$ cat src/rtl/edge_image_streamer.sv
// edge_image_streamer
//   Streams one IMG_WIDTH x IMG_HEIGHT edge image out of a BRAM as a
//   valid/ready pixel stream in raster order, one frame per start request.
//   Reads run ahead of the stream by at most two pixels. Every read lands
//   in a 2-entry FIFO, so backpressure never drops data.
//
// Ports
//   clka            clock, all logic on the rising edge
//   reset_n         asynchronous active-low reset (mid-frame reset aborts the frame)
//   start           one-cycle frame request, ignored while busy
//   busy            frame in progress
//   done            one-cycle pulse in the cycle after the last pixel transfer
//   ena/addra       BRAM read enable / address (row*IMG_WIDTH + col)
//   douta           BRAM read data, valid one cycle after ena
//   m_data/m_valid/m_ready   pixel stream handshake
//   m_sof/m_eol     first pixel of frame / last pixel of row
//
// Optional feature
//   STREAM_BORDER_ZERO_EN : outputs 0 for the one-pixel frame border.
//   Border pixels are still read and still take their normal stream slots.
module edge_image_streamer #(
  parameter int IMG_WIDTH  = 192,
  parameter int IMG_HEIGHT = 251,
  parameter int ADDR_W     = 16
) (
  input  logic              clka,
  input  logic              reset_n,
  input  logic              start,
  output logic              busy,
  output logic              done,
  output logic              ena,
  output logic [ADDR_W-1:0] addra,
  input  logic [7:0]        douta,
  output logic [7:0]        m_data,
  output logic              m_valid,
  input  logic              m_ready,
  output logic              m_sof,
  output logic              m_eol
);

  localparam int CW = (IMG_WIDTH  > 1) ? $clog2(IMG_WIDTH)  : 1;
  localparam int RW = (IMG_HEIGHT > 1) ? $clog2(IMG_HEIGHT) : 1;

  typedef enum logic [1:0] {IDLE, RUN, DRAIN} state_e;

  state_e          state_q, state_d;
  logic [CW-1:0]   col_q;
  logic [RW-1:0]   row_q;
  logic            inflight_q;          // read issued last cycle, data on douta now
  logic            fl_sof_q, fl_eol_q;  // tags of that in-flight read
  logic [7:0]      dat_q [2];
  logic            sof_q [2];
  logic            eol_q [2];
  logic            wptr_q, rptr_q;
  logic [1:0]      cnt_q;
  logic            done_q;

  logic            last_col, last_px, issue, pop, last_xfer;
  logic [7:0]      push_data;

  assign last_col = (col_q == CW'(IMG_WIDTH - 1));
  assign last_px  = last_col && (row_q == RW'(IMG_HEIGHT - 1));

  assign m_valid  = (cnt_q != 2'd0);
  assign pop      = m_valid && m_ready;

  // Credit check: occupancy after this cycle (stored + arriving - leaving)
  // must leave room for the new read. Written without subtraction so it
  // never goes negative.
  assign issue = (state_q == RUN) &&
                 (({1'b0, cnt_q} + {2'b00, inflight_q}) < (3'd2 + {2'b00, pop}));

  // The final pop happens once nothing is left in flight and only one
  // entry remains.
  assign last_xfer = (state_q == DRAIN) && !inflight_q && (cnt_q == 2'd1) && pop;

  assign ena   = issue;
  assign addra = ADDR_W'(row_q) * ADDR_W'(IMG_WIDTH) + ADDR_W'(col_q);
  assign busy  = (state_q != IDLE);
  assign done  = done_q;

  assign m_data = m_valid ? dat_q[rptr_q] : 8'd0;
  assign m_sof  = m_valid && sof_q[rptr_q];
  assign m_eol  = m_valid && eol_q[rptr_q];

`ifdef STREAM_BORDER_ZERO_EN
  logic fl_bdr_q;
  logic border;
  assign border    = (row_q == '0) || (row_q == RW'(IMG_HEIGHT - 1)) ||
                     (col_q == '0) || last_col;
  assign push_data = fl_bdr_q ? 8'd0 : douta;
  always_ff @(posedge clka or negedge reset_n) begin
    if (!reset_n) fl_bdr_q <= 1'b0;
    else          fl_bdr_q <= border;
  end
`else
  assign push_data = douta;
`endif

  always_comb begin
    state_d = state_q;
    case (state_q)
      IDLE:    if (start) state_d = RUN;
      RUN:     if (issue && last_px) state_d = DRAIN;
      DRAIN:   if (last_xfer) state_d = IDLE;
      default: state_d = IDLE;
    endcase
  end

  always_ff @(posedge clka or negedge reset_n) begin
    if (!reset_n) begin
      state_q    <= IDLE;
      col_q      <= '0;
      row_q      <= '0;
      inflight_q <= 1'b0;
      fl_sof_q   <= 1'b0;
      fl_eol_q   <= 1'b0;
      dat_q[0]   <= 8'd0;
      dat_q[1]   <= 8'd0;
      sof_q[0]   <= 1'b0;
      sof_q[1]   <= 1'b0;
      eol_q[0]   <= 1'b0;
      eol_q[1]   <= 1'b0;
      wptr_q     <= 1'b0;
      rptr_q     <= 1'b0;
      cnt_q      <= 2'd0;
      done_q     <= 1'b0;
    end else begin
      state_q    <= state_d;
      done_q     <= last_xfer;
      inflight_q <= issue;
      fl_sof_q   <= (row_q == '0) && (col_q == '0);
      fl_eol_q   <= last_col;
      // Raster counters advance per issued read and wrap to (0,0) after
      // the last pixel, so the next frame starts at the origin.
      if (issue) begin
        if (last_col) begin
          col_q <= '0;
          row_q <= last_px ? '0 : row_q + RW'(1);
        end else begin
          col_q <= col_q + CW'(1);
        end
      end
      if (inflight_q) begin
        dat_q[wptr_q] <= push_data;
        sof_q[wptr_q] <= fl_sof_q;
        eol_q[wptr_q] <= fl_eol_q;
        wptr_q        <= ~wptr_q;
      end
      if (pop) rptr_q <= ~rptr_q;
      cnt_q <= cnt_q + {1'b0, inflight_q} - {1'b0, pop};
    end
  end

endmodule

$ cat config.mk
export PLATFORM = sky130hd
export DESIGN_NAME = edge_image_streamer
export DESIGN_NICKNAME = d
export VERILOG_FILES = /design/src/rtl/edge_image_streamer.sv
export SDC_FILE = /design/constraint.sdc
export NUM_CORES = 1
export LEC_CHECK = 0
export BUFFER_PORTS_ARGS = -buffer_cell sky130_fd_sc_hd__buf_2
export CAP_MARGIN = 20
export CORE_ASPECT_RATIO = 1.2
export CORE_MARGIN = 4
export CORE_UTILIZATION = 45
export CTS_CLUSTER_DIAMETER = 60
export DETAILED_ROUTE_END_ITERATION = 12
export PLACE_DENSITY = 0.65
export SYNTH_ARGS = -nofsm -noshare
export SYNTH_HDL_FRONTEND = slang
export SYNTH_SLANG_ARGS = --single-unit
$ cat constraint.sdc
create_clock -name clka -period 2.7 [get_ports clka]
set_clock_uncertainty 0.05 [all_clocks]
set_input_delay 0.27 -clock clka [delete_from_list [all_inputs] [get_ports clka]]
set_output_delay 0.27 -clock clka [all_outputs]
set_load 0.05 [all_outputs]
==> flow_summary.ini <==
[finish]
layout.nets = 370
regArea_mm2 = 0.00116
multiInputGateArea_mm2 = 0.00171
layout-drive-gt1-share = 0.380
n_antenna_cell = 0
areaGrowthSynthToFinish_pct = 24.7
final_area_mm2 = 0.00359
fill_cells = 554

[logic_synthesis]
ys_warn_count = 0
ys_seq_area_frac = 0.400
syn_area_per_cell_um2 = 10.5
synthArstFlopShare = 1.00
syn-cell-area_mm2 = 0.00288
synth_area_leaders = dfrtp_1 40%, ha_1 10%, mux2_2 8.2%
synth_top_area_share = 0.400
synthTopCellsByCount = 46 x dfrtp_1, 23 x ha_1, 21 x mux2_2
synthMostInstantiatedCell = dfrtp_1
synthDistinctLibCells = 52
synthFlopType = dfrtp_1
synth-edff-count = 0
synthCells = 274
ys_ff_latch = 46
synth_nets = 311
yosysTopAreaCell = dfrtp_1

[drt]
wl_per_cell_um = 13.8
drt_iter0_drc = 85
drc = 0
ant_nets = 0
vias = 2176
drt_pass1_iterations = 4
routed_wl_mm = 5.73
via_per_inst = 5.23

[sta]
max_freq_mhz = 348
maxSlewViolCount = 0
final.setup.worst_slack_ps = -170
layout_min_cycle_time_ps = 2870
hold_viol_final = 0
slew-limit-headroom = 0.494
post-route-period-util = 1.06
setup_viol = 4
rsz0062_at_grt = true
tightestPinTransition_ps = 756
fin_hold_ws_ps = 166

[worst_setup_path]
crit_chain = ha_4, fa_2, a211o_1, a21o_2, a21oi_4, buf_4, nand3b_1, a21o_1, nand3_1, buf_6
critPathArrivalTime_ps = 2550
critPathBufInv = 2
slowest_delay_ps = 460
cp-start-kind = flop
crit_slowest_cell = dfrtp_2
crit_path_max_fanout = 5
cp-end-kind = output pin
path_delay_family = compound AO/OA/AOI/OAI gates
crit_type = reg -> out
required_ps = 2380

[floorplanning]
rows = 31
start_util = 0.470
die_area_mm2 = 0.00774
core_mm2 = 0.00613
die_h_um = 95.6
num_io_pins = 42
die_w_um = 81

[clock_network]
clock-root-buffer = clkbuf_8
cts_buffer_depth = 2
cts_buffers = 5
htreeDepth = 2
clk_pin_slew_ps = 90
cts_num_sinks = 46
clk-insertion-delay-late_ps = 290
cts_tree = built

[global_route]
antenna_found_initial = 0
grt_first_pass_wirelength_mm = 9.54
grt_pass1_vias = 2173
grt_overflow_total = 0
grtUsageTotal = 0.156
grt_max_degree = 33

[power]
power_density_mw_per_mm2 = 928
power_uw = 3330
p_leak_uw = 0.00169
vdd_drop_max_uv = 560

[place]
gp_congestion = 0.840
place_area_mm2 = 0.00330
portBuffers = 41
dp_hpwl_mm = 4.28

[hold_path]
hold_path.class = in -> reg

[job]
cap_violations = 0

[outcome]
status = complete, but fails checks
violations = negative setup slack
## power by group
group	internal (µW)	switching [µW]
clock	277	234
combinational	575	1110
sequential	922	209
## stage by stage
stage	setup TNS, ps	setup WS [ps]	util	std cells
final	-505	-170	0.586	416
after global routing	-1020	-277	0.586	416
after CTS	-762	-202	0.570	412
after detailed placement	0	10.2	0.539	402
after global placement	0	55.7	0.539	402
after floorplan	0	1.27	-	274
## worst reg2reg max path: stages, from the launching register on
cell and delay (ps):
dfrtp_1 450, ha_1 230, ha_1 260, o21ai_0 120
and3_1 420, nand3_1 260, o31ai_1 280
## layout by cell type (no fill, tap or decap), drive strengths merged, types with 8 or more instances in the layout
cell type	count
buf	64
inv	16
mux2	21
nand2	20
mux2i	11
nor2	18
xor2	8
ha	23
dfrtp	46
o21ai	20
a21oi	9
xnor2	10
## per-layer routing
| layer | wire (µm) | track usage | vias to the layer above |
|---|---|---|---|
| met1 | 2400 | 0.179 | 1047 |
| met3 | 223 | 0.0246 | 8 |
| met5 | 0 | 0 | - |
| met4 | 118 | 0.0606 | 0 |
| li1 | - | - | 1072 |
| met2 | 2990 | 0.286 | 49 |
## state kept, by name (all words and copies together), names as in the netlist
name        count
cnt_q           2
col_q           8
dat_q          16
done            1
eol_q           2
fl_eol_q        1
fl_sof_q        1
inflight_q      1
row_q           8
rptr_q          1
sof_q           2
state_q         2
wptr_q          1
## logic make-up after synthesis
family	after synthesis	share of synthesized area
adder cells (fa/ha/maj)	25	0.114
XOR/XNOR	18	0.0574
flip-flops	46	0.400
buffers and inverters	29	0.0500
multiplexers	32	0.120
AO/OA/AOI/OAI	48	0.113
AND/OR/NAND/NOR	76	0.145
## what timing repair did
item                                    CTS  global route
hold buffers                              1             0
buffers inserted                          1             4
endpoints found under the setup margin    6             6
hold endpoints to repair                 31             0
resized for setup                        13            13
pin swaps                                 5             5
## final cells by class
cell class / instances / share of cell area
inverters: 15 / 0.0164
clock inverters: 3 / 0.0122
well taps: 82 / 0.0286
clock buffers: 5 / 0.0192
flip-flops and latches: 46 / 0.322
repair buffers: 66 / 0.124
multi-input cells: 199 / 0.477
## worst paths after layout
check | startpoint | end | slack, ps | cells past startpoint
max in group asynchronous | reset_n | dat_q[5]$_DFFE_PN0P_ | 1430 | 3
setup reg to reg | inflight_q$_DFF_PN0_ | row_q[4]$_DFFE_PN0P_ | 550 | 6
min in group asynchronous | reset_n | dat_q[12]$_DFFE_PN0P_ | 510 | 2
setup / recovery | row_q[1]$_DFFE_PN0P_ | addra[15] | -170 | 10
hold / removal | douta[6] | dat_q[6]$_DFFE_PN0P_ | 170 | 2
hold reg to reg | state_q[1]$_DFFE_PN0P_ | state_q[0]$_DFFE_PN0P_ | 440 | 1
Note: power is estimated with default switching activity, not from simulation.
